===== src/rtl/tdm_pkg.sv =====
// Shared TDM datapath package: default geometry, counter-width helper and the
// receive-side FSM state encoding, also used by the TDM multiplier.
package tdm_pkg;

    localparam int unsigned TDM_C_WIDTH   = 32;
    localparam int unsigned TDM_NUM_UNITS = 8;

    typedef enum logic {
        StHunt    = 1'b0,
        StCollect = 1'b1
    } tdm_state_e;

    function automatic int unsigned cnt_w(input int unsigned n);
        return (n < 2) ? 1 : $clog2(n);
    endfunction

endpackage


===== src/rtl/tdm_slot_ctr.sv =====
// Slot counter for the TDM deserialiser: increment, restart-to-1 (new slot 0
// already captured) and clear, with an is_last flag for the final slot.
module tdm_slot_ctr #(
    parameter int unsigned NUM_UNITS = 8,
    parameter int unsigned CNT_W     = 3
) (
    input  logic             ctl_clk,
    input  logic             ctl_rst,
    input  logic             inc_i,
    input  logic             restart_i,
    input  logic             clear_i,
    output logic [CNT_W-1:0] cnt_o,
    output logic             is_last_o
);

    logic [CNT_W-1:0] cnt_q, cnt_d;

    always_comb begin
        cnt_d = cnt_q;
        if (clear_i) begin
            cnt_d = '0;
        end else if (restart_i) begin
            cnt_d = CNT_W'(1);
        end else if (inc_i) begin
            cnt_d = cnt_q + CNT_W'(1);
        end
    end

    always_ff @(posedge ctl_clk or negedge ctl_rst) begin
        if (!ctl_rst) begin
            cnt_q <= '0;
        end else begin
            cnt_q <= cnt_d;
        end
    end

    assign cnt_o     = cnt_q;
    assign is_last_o = (cnt_q == CNT_W'(NUM_UNITS - 1));

endmodule


===== src/rtl/tdm_deser.sv =====
// TDM deserialiser: gathers NUM_UNITS product beats (slot 0 first) into one
// packed frame. Optional per-beat slot checking under TDM_DESER_SLOT_CHECK_EN.
module tdm_deser
    import tdm_pkg::*;
#(
    parameter int unsigned C_WIDTH   = TDM_C_WIDTH,
    parameter int unsigned NUM_UNITS = TDM_NUM_UNITS,
    localparam int unsigned CNT_W    = cnt_w(NUM_UNITS)
) (
    input  logic                         ctl_clk,
    input  logic                         ctl_rst,
    input  logic                         in_valid,
    output logic                         in_ready,
    input  logic                         in_sof,
    input  logic [CNT_W-1:0]             in_slot,
    input  logic [C_WIDTH-1:0]           in_data,
    output logic [C_WIDTH*NUM_UNITS-1:0] products,
    output logic                         out_valid,
    input  logic                         out_ready,
    output logic                         frame_err,
    output logic [15:0]                  frame_cnt
);

    tdm_state_e                             state_q, state_d;
    logic [NUM_UNITS-2:0][C_WIDTH-1:0]      shadow_q;
    logic [C_WIDTH*NUM_UNITS-1:0]           products_q;
    logic                                   out_valid_q, err_q, err_d;
    logic [15:0]                            frame_cnt_q;
    logic [CNT_W-1:0]                       slot_cnt, widx;
    logic                                   cnt_last, cnt_inc, cnt_restart, cnt_clear;
    logic                                   accept, xfer, commit, shadow_we;
    logic                                   sof_slot_bad, mid_slot_bad;

`ifdef TDM_DESER_SLOT_CHECK_EN
    assign sof_slot_bad = (in_slot != '0);
    assign mid_slot_bad = (in_slot != slot_cnt);
`else
    logic unused_slot_parity;
    assign unused_slot_parity = ^in_slot;
    assign sof_slot_bad       = 1'b0;
    assign mid_slot_bad       = 1'b0;
`endif

    tdm_slot_ctr #(
        .NUM_UNITS (NUM_UNITS),
        .CNT_W     (CNT_W)
    ) u_slot_ctr (
        .ctl_clk   (ctl_clk),
        .ctl_rst   (ctl_rst),
        .inc_i     (cnt_inc),
        .restart_i (cnt_restart),
        .clear_i   (cnt_clear),
        .cnt_o     (slot_cnt),
        .is_last_o (cnt_last)
    );

    // Only the final beat can stall: it needs the output register to be free.
    assign in_ready = !((state_q == StCollect) && cnt_last && out_valid_q && !out_ready);
    assign accept   = in_valid && in_ready;
    assign xfer     = out_valid_q && out_ready;
    assign widx     = in_sof ? '0 : slot_cnt;

    always_comb begin
        state_d     = state_q;
        cnt_inc     = 1'b0;
        cnt_restart = 1'b0;
        cnt_clear   = 1'b0;
        err_d       = 1'b0;
        commit      = 1'b0;
        shadow_we   = 1'b0;
        if (accept) begin
            if (in_sof) begin
                err_d = (state_q == StCollect);
                if (sof_slot_bad) begin
                    err_d     = 1'b1;
                    cnt_clear = 1'b1;
                    state_d   = StHunt;
                end else begin
                    shadow_we   = 1'b1;
                    cnt_restart = 1'b1;
                    state_d     = StCollect;
                end
            end else if (state_q == StCollect) begin
                if (mid_slot_bad) begin
                    err_d     = 1'b1;
                    cnt_clear = 1'b1;
                    state_d   = StHunt;
                end else if (cnt_last) begin
                    commit    = 1'b1;
                    cnt_clear = 1'b1;
                    state_d   = StHunt;
                end else begin
                    shadow_we = 1'b1;
                    cnt_inc   = 1'b1;
                end
            end
        end
    end

    always_ff @(posedge ctl_clk or negedge ctl_rst) begin
        if (!ctl_rst) begin
            state_q     <= StHunt;
            shadow_q    <= '0;
            products_q  <= '0;
            out_valid_q <= 1'b0;
            err_q       <= 1'b0;
            frame_cnt_q <= '0;
        end else begin
            state_q <= state_d;
            err_q   <= err_d;
            for (int i = 0; i < NUM_UNITS - 1; i++) begin
                if (shadow_we && (widx == CNT_W'(i))) begin
                    shadow_q[i] <= in_data;
                end
            end
            if (commit) begin
                products_q  <= {in_data, shadow_q};
                out_valid_q <= 1'b1;
                frame_cnt_q <= frame_cnt_q + 16'd1;
            end else if (xfer) begin
                out_valid_q <= 1'b0;
            end
        end
    end

    assign products  = products_q;
    assign out_valid = out_valid_q;
    assign frame_err = err_q;
    assign frame_cnt = frame_cnt_q;

endmodule


===== config.mk =====
export PLATFORM = sky130hd
export DESIGN_NAME = tdm_deser
export DESIGN_NICKNAME = d
export VERILOG_FILES = /design/src/rtl/tdm_pkg.sv /design/src/rtl/tdm_slot_ctr.sv /design/src/rtl/tdm_deser.sv
export SDC_FILE = /design/constraint.sdc
export NUM_CORES = 1
export LEC_CHECK = 0
export BUFFER_PORTS_ARGS = -buffer_cell sky130_fd_sc_hd__buf_2
export CAP_MARGIN = 20
export CORE_MARGIN = 2
export CORE_UTILIZATION = 35
export DETAILED_ROUTE_END_ITERATION = 12
export GPL_ROUTABILITY_DRIVEN = 0
export GPL_TIMING_DRIVEN = 0
export HOLD_SLACK_MARGIN = 0.05
export PLACE_DENSITY = 0.59
export REMOVE_ABC_BUFFERS = 1
export SLEW_MARGIN = 20
export SYNTH_ARGS = -nofsm -noshare
export SYNTH_HDL_FRONTEND = slang
export SYNTH_SLANG_ARGS = --single-unit

===== constraint.sdc =====
create_clock -name ctl_clk -period 4.17 [get_ports ctl_clk]
set_input_delay 0.2085 -clock ctl_clk [delete_from_list [all_inputs] [get_ports ctl_clk]]
set_output_delay 0.2085 -clock ctl_clk [all_outputs]
set_load 0.03 [all_outputs]

==> impl_metrics.env, run 1 <==
export IMPL_status="finished clean"
export IMPL_hold_viol=0
export IMPL_grt_setup_unrepaired="no"
export IMPL_clock_latency_ns=0.58
export IMPL_vias_per_cell=4.64
export IMPL_grt_pass1_vias=13000
export IMPL_nets=2087
export IMPL_die_w_um=238
export IMPL_clkPwrFrac=0.397
export IMPL_cts_root_buf="clkbuf_16"
export IMPL_diodes=0
export IMPL_tightestPinTransition_ns=0.943
export IMPL_drive_gt1_frac=0.332
export IMPL_wl_um=46400
export IMPL_async_reset_ff_frac=1.00
export IMPL_combPwrFrac=0.123
export IMPL_grt_pass1_wl_um=73800
export IMPL_grt_max_degree=99
export IMPL_synth_edf_count=0
export IMPL_finalPower_mw=12.6
export IMPL_layout_common_cells="778 x nand2_1, 502 x dfrtp_1, 310 x buf_2"
export IMPL_cts_tree="built"
export IMPL_gr_usage_all_layers=0.164
export IMPL_stdcell_count=2783
export IMPL_netlist_area_mm2=0.0192
export IMPL_coreArea_mm2=0.0539
export IMPL_clock_path_buffers=3
export IMPL_layout_commonest_cell="nand2_1"
export IMPL_grt_overflow_total=0
export IMPL_fill_cells=5043
export IMPL_pwr_density_cell_mw_per_mm2=520
export IMPL_ys_ff_latch=502
export IMPL_crit_path_start_kind="flop"
export IMPL_cts_sinks=502
export IMPL_initial_utilization=0.355
export IMPL_cts_clk_slew_worst_paths_ns=0.06
export IMPL_syn2layout_area_growth_pct=26.3
export IMPL_rows=85
export IMPL_post_route_drc_count=0
export IMPL_swShare=0.248
export IMPL_switching_power_mw=3.13
export IMPL_drt_initial_drc_count=724
export IMPL_routedWlPerCell_um=16.7
export IMPL_via_count=12900
export IMPL_avgSynthCellArea_um2=11.5
export IMPL_dieHeight_um=238
export IMPL_finalCriticalPeriod_ns=3.40
export IMPL_seqPwrFrac=0.480
export IMPL_worst_hold_path_type="input port to async pin"
export IMPL_ir_drop_mv=0.333
export IMPL_antenna_left=0
export IMPL_cts_made_buffers=55
export IMPL_cp_arrival_ns=3.92
export IMPL_path_max_fanout=12
export IMPL_p_leak_nw=13.4
export IMPL_synth_distinct_cells=41
export IMPL_crit_path_end_kind="flop"
export IMPL_portBuffers=311
export IMPL_dr_pass1_iters=5
export IMPL_antenna_found_initial=0
export IMPL_intPower_mw=9.47
export IMPL_slew_headroom=0.363
export IMPL_max_freq_mhz=294
export IMPL_drv_slew=0
export IMPL_post_place_cells=2646
export IMPL_ys_warn_count=0
export IMPL_worstPathRequired_ns=4.69
export IMPL_final_setup_viol_count=0
export IMPL_path_class="flop to flop"
export IMPL_syn_inst=1665
export IMPL_htreeDepth=2
export IMPL_dieArea_mm2=0.0566
export IMPL_skew_ns=0.0131
export IMPL_ys_flop_type="dfrtp_1"
export IMPL_io_pins=315
export IMPL_hpwl_um=30900
export IMPL_maxCapViolCount=0
export IMPL_post_cts_resized=0
export IMPL_post_route_period_util=0.815
export IMPL_regArea_mm2=0.0126
export IMPL_ys_seq_area_frac=0.656
export IMPL_multi_input_area_mm2=0.00616
export IMPL_fin_hold_ws_ns=0.154
-- final timing paths --
check	endpoint	slack, ns	startpoint	cells after the start
setup / recovery	products[47]$_DFFE_PN0P_	0.77	u_slot_ctr.cnt_o[1]$_DFFE_PN0P_	14
hold / removal	frame_cnt[9]$_DFFE_PN0P_	0.15	ctl_rst	2
setup reg to reg	products[47]$_DFFE_PN0P_	0.77	u_slot_ctr.cnt_o[1]$_DFFE_PN0P_	14
hold reg to reg	products[20]$_DFFE_PN0P_	0.46	shadow_q[20]$_DFFE_PN0P_	2
max in group asynchronous	shadow_q[118]$_DFFE_PN0P_	2.67	ctl_rst	4
min in group ctl_clk	products[20]$_DFFE_PN0P_	0.46	shadow_q[20]$_DFFE_PN0P_	2
-- per-layer routing --
layer / routed length, µm / share of wire / GRT usage / vias up
li1: - / - / - / 6075
met1: 20600 / 0.44 / 0.216 / 6506
met2: 22400 / 0.48 / 0.271 / 247
met3: 2530 / 0.055 / 0.0379 / 73
met4: 969 / 0.021 / 0.0487 / 0
met5: 0 / 0 / 0 / -
-- power groups by stage --
stage / Sequential [mW] / Combinational [mW] / Clock, mW
2_1_floorplan: 6.28 / 0.811 / 0
3_3_place_gp: 6.09 / 1.48 / 0
4_1_cts: 6.05 / 1.57 / 5.17
5_1_grt: 6.14 / 1.68 / 5.38
3_5_place_dp: 6.13 / 1.54 / 0
6_report: 6.05 / 1.54 / 5.01
-- cells in the mapped netlist, types with 2 or more instances --
| library cell | n | area [µm²] |
|---|---|---|
| xor2_1 | 6 | 52.6 |
| xnor2_1 | 9 | 78.8 |
| nand2_1 | 778 | 2920 |
| nand3_1 | 9 | 45.0 |
| nor3_1 | 7 | 35.0 |
| and4_1 | 2 | 17.5 |
| buf_6 | 3 | 33.8 |
| ha_1 | 3 | 37.5 |
| buf_1 | 4 | 15.0 |
| buf_12 | 3 | 60.1 |
| dfrtp_1 | 502 | 12600 |
| nor2_1 | 5 | 18.8 |
| mux2_4 | 30 | 450 |
| buf_4 | 5 | 37.5 |
| clkbuf_1 | 19 | 71.3 |
| a32o_1 | 2 | 20.0 |
| mux2_2 | 191 | 2150 |
| nand2b_1 | 4 | 25.0 |
| nand4_1 | 7 | 43.8 |
| buf_2 | 53 | 265 |
| mux2_1 | 3 | 33.8 |
-- area by class of cell --
class,count,area share
sequential,502,0.519
multi-input combinational,1076,0.254
timing repair buffer,409,0.113
clock buffer,82,0.0686
tap,696,0.0360
clock inverter,18,0.00946
-- registers in the layout, summed over array words and instances (netlist names) --
name / count
products: 256
frame_cnt: 16
frame_err: 1
u_slot_ctr.cnt_o: 3
out_valid: 1
state_q: 1
shadow_q: 224
-- kinds of logic (layout without fill, tap and decap cells) --
group | count (synthesis) | after routing | share of synthesized area
flops | 502 | 502 | 0.656
simple gates | 825 | 825 | 0.169
buf+inv | 87 | 509 | 0.0252
xor+xnor | 15 | 15 | 0.00686
fa+ha+maj | 3 | 3 | 0.00196
mux | 225 | 225 | 0.138
compound gates | 8 | 8 | 0.00333
-- worst max-delay path, stage by stage (launching register included) --
cell	delay [ns]
dfrtp_1	0.59
ha_1	0.24
ha_1	0.25
nand2_1	0.15
nor3_2	0.38
buf_4	0.26
buf_4	0.20
buf_4	0.22
buf_4	0.21
buf_6	0.16
buf_4	0.20
buf_6	0.17
buf_6	0.16
nand2_1	0.07
nand2_1	0.06
-- per-stage QoR --
| step | utilization | TNS (ns) | setup slack (ns) | instance area [µm²] |
|---|---|---|---|---|
| floorplan | - | -2602.63 | -9.72 | 18700 |
| global placement | 0.391 | -9228.63 | -20.17 | 21100 |
| detailed placement | 0.407 | 0 | 0.774 | 21900 |
| CTS | 0.449 | 0 | 0.744 | 24200 |
| global route | 0.449 | 0 | 0.453 | 24200 |
| finish | 0.449 | 0 | 0.771 | 24200 |
-- timing repair --
action / in CTS / in global routing
hold buffers: 37 / 0
setup buffers: 0 / 0
hold endpoints to repair: 531 / 0
Note: power is estimated with default switching activity, not from simulation.
==> run 2: changes to the inputs <==
- clock period: 4.17 -> 3.4 ns (I/O delays scaled with it)
==> run 2 against run 1 <==
  * Via count up 0.24%
  * Largest cell class unchanged
  * Cell count up 0.25%
  * Critical path depth unchanged
  * Wire length about the same
  * Sequential share of layout area down 0.12 points
  * Non-clock buffer count up 7
  * Cell area up 0.25%
  * Worst hold slack worse by 0.048 ns
  * Count of clock-buffer cells in the layout unchanged
  * Combinational power up 23%
  * Clock power up 23%
==> impl_metrics.env, run 2 (synthesized netlist as in run 1, its figures left out) <==
export IMPL_status="finished clean"
export IMPL_r2r_slack_ns=0.21
export IMPL_drive_gt1_frac=0.334
export IMPL_path_class="flop to flop"
export IMPL_drt_initial_drc_count=818
export IMPL_cts_root_buf="clkbuf_16"
export IMPL_ir_drop_mv=0.408
export IMPL_worstPathRequired_ns=3.91
export IMPL_regArea_mm2=0.0126
export IMPL_coreArea_mm2=0.0539
export IMPL_worst_hold_path_type="input port to async pin"
export IMPL_crit_buf_inv=8
export IMPL_p_leak_nw=13.5
export IMPL_max_stage_delay_ns=0.50
export IMPL_slew_headroom=0.339
export IMPL_post_route_drc_count=0
export IMPL_cts_clk_slew_worst_paths_ns=0.06
export IMPL_diodes=0
export IMPL_r2r_end="products[148]$_DFFE_PN0P_"
export IMPL_switching_power_mw=3.83
export IMPL_clkPwrFrac=0.397
export IMPL_routedWlPerCell_um=16.6
export IMPL_stdcell_count=2790
export IMPL_rr_startpoint="u_slot_ctr.cnt_o[1]$_DFFE_PN0P_"
export IMPL_via_count=12900
export IMPL_cts_sinks=502
export IMPL_finalCriticalPeriod_ns=3.19
export IMPL_layout_commonest_cell="nand2_1"
export IMPL_dpl_worst_slack_ns=0.00405
export IMPL_wl_um=46400
export IMPL_gr_usage_all_layers=0.164
export IMPL_cpMostUsedCell="buf_4"
export IMPL_swShare=0.248
export IMPL_worst_r2r_cell_count=14
export IMPL_htreeDepth=2
export IMPL_crit_path_end_kind="flop"
export IMPL_clock_path_buffers=3
export IMPL_hpwl_um=30900
export IMPL_dr_pass1_iters=5
export IMPL_intPower_mw=11.6
export IMPL_layout_common_cells="778 x nand2_1, 501 x dfrtp_1, 310 x buf_2"
export IMPL_dieArea_mm2=0.0566
export IMPL_cts_made_buffers=55
export IMPL_antenna_left=0
export IMPL_fill_cells=5040
export IMPL_worst_path_max_delay_cell="dfrtp_2"
export IMPL_skew_ns=0.0134
export IMPL_critPathTopFamily="buffers and inverters"
export IMPL_path_cells="ha_1 -> ha_1 -> nand2_1 -> nor3_4 -> buf_4 -> buf_4 -> buf_4 -> buf_4 -> buf_4 -> buf_4 -> buf_4 -> buf_4 -> nand2_1 -> nand2_1"
export IMPL_maxCapViolCount=0
export IMPL_grt_overflow_total=0
export IMPL_largest_reg_flops=256
export IMPL_post_place_cells=2646
export IMPL_final_setup_viol_count=0
export IMPL_path_max_fanout=12
export IMPL_io_pins=315
export IMPL_setup_ws_ns=0.213
export IMPL_vias_per_cell=4.64
export IMPL_pwr_density_cell_mw_per_mm2=637
export IMPL_initial_utilization=0.355
export IMPL_antenna_found_initial=0
export IMPL_portBuffers=311
export IMPL_cp_arrival_ns=3.70
export IMPL_grt_max_degree=99
export IMPL_post_route_period_util=0.937
export IMPL_grt_pass1_vias=13000
export IMPL_rows=85
export IMPL_clock_latency_ns=0.58
export IMPL_multi_input_area_mm2=0.00617
export IMPL_die_w_um=238
export IMPL_hold_viol=0
export IMPL_nets=2094
export IMPL_max_freq_mhz=314
export IMPL_crit_path_start_kind="flop"
export IMPL_combPwrFrac=0.123
export IMPL_syn2layout_area_growth_pct=26.7
export IMPL_seqPwrFrac=0.480
export IMPL_drv_slew=0
export IMPL_cts_tree="built"
export IMPL_dieHeight_um=238
export IMPL_tightestPinTransition_ns=0.982
export IMPL_grt_pass1_wl_um=73800
run 2: cell types whose count changed in the layout (fill, tap and decap cells not counted):
cell | previous run | this run
dfrtp_1 | 502 | 501
nor3_2 | 1 | 0
buf_4 | 27 | 34
dfrtp_2 | 0 | 1
nor3_4 | 1 | 2
run 2: cell type report:
type	instances	share of cell area
Timing Repair Buffer	416	0.114
Clock buffer	82	0.0684
Sequential cell	502	0.518
Clock inverter	18	0.00944
Multi-Input combinational cell	1076	0.254
Tap cell	696	0.0359
run 2: through the flow:
| step | area (µm²) | hold slack [ns] | setup TNS, ns | power, mW | util |
|---|---|---|---|---|---|
| 4_1_cts | 24200 | 0.0828 | 0 | 15.7 | 0.449 |
| 3_3_place_gp | 21100 | 0.443 | -9972.37 | 9.29 | 0.391 |
| 5_1_grt | 24300 | 0.118 | -0.0376 | 16.2 | 0.450 |
| 6_report | 24300 | 0.106 | 0 | 15.5 | 0.450 |
| 3_5_place_dp | 21900 | 0.129 | 0 | 9.41 | 0.407 |
| 2_1_floorplan | 18700 | -0.126 | -2831.32 | 8.70 | - |
run 2: worst register-to-register path, cell delays in order (launching register included):
cell and delay [ns]:
dfrtp_2 0.50, ha_1 0.21, ha_1 0.24, nand2_1 0.17
nor3_4 0.29, buf_4 0.16, buf_4 0.19, buf_4 0.23
buf_4 0.22, buf_4 0.21, buf_4 0.19, buf_4 0.20
buf_4 0.20, nand2_1 0.07, nand2_1 0.06
run 2: power by group through the flow:
stage          combinational [mW]  clock (mW)  sequential (mW)
4_1_cts                      1.93        6.34             7.42
6_report                     1.90        6.14             7.42
3_3_place_gp                 1.81           0             7.47
2_1_floorplan               0.995           0             7.70
3_5_place_dp                 1.89           0             7.51
5_1_grt                      2.07        6.60             7.53
run 2: how the worst max path moves through the flow:
stage / startpoint / depth (start not counted) / to
floorplan: u_slot_ctr.cnt_o[1]$_DFFE_PN0P_ / 6 / frame_cnt[1]$_DFFE_PN0P_
global placement: u_slot_ctr.cnt_o[1]$_DFFE_PN0P_ / 6 / products[149]$_DFFE_PN0P_
detailed placement: u_slot_ctr.cnt_o[1]$_DFFE_PN0P_ / 14 / products[238]$_DFFE_PN0P_
CTS: u_slot_ctr.cnt_o[1]$_DFFE_PN0P_ / 9 / shadow_q[116]$_DFFE_PN0P_
global route: u_slot_ctr.cnt_o[1]$_DFFE_PN0P_ / 14 / products[47]$_DFFE_PN0P_
finish: u_slot_ctr.cnt_o[1]$_DFFE_PN0P_ / 14 / products[148]$_DFFE_PN0P_
run 2: timing repair:
action | CTS | global route
hold buffers | 37 | 0
pin swaps | 0 | 2
setup endpoints to repair | 10 | 27
buffers inserted | 0 | 7
endpoints found under the hold margin | 581 | 0
gates resized for setup | 1 | 1
run 2: metal layers:
layer | part of all wire | vias to the layer above | track usage | routed length, µm
met2 | 0.48 | 272 | 0.271 | 22300
met4 | 0.021 | 0 | 0.0487 | 962
li1 | - | 6096 | - | -
met5 | 0 | - | 0 | 0
met3 | 0.057 | 71 | 0.0379 | 2650
met1 | 0.44 | 6493 | 0.217 | 20400
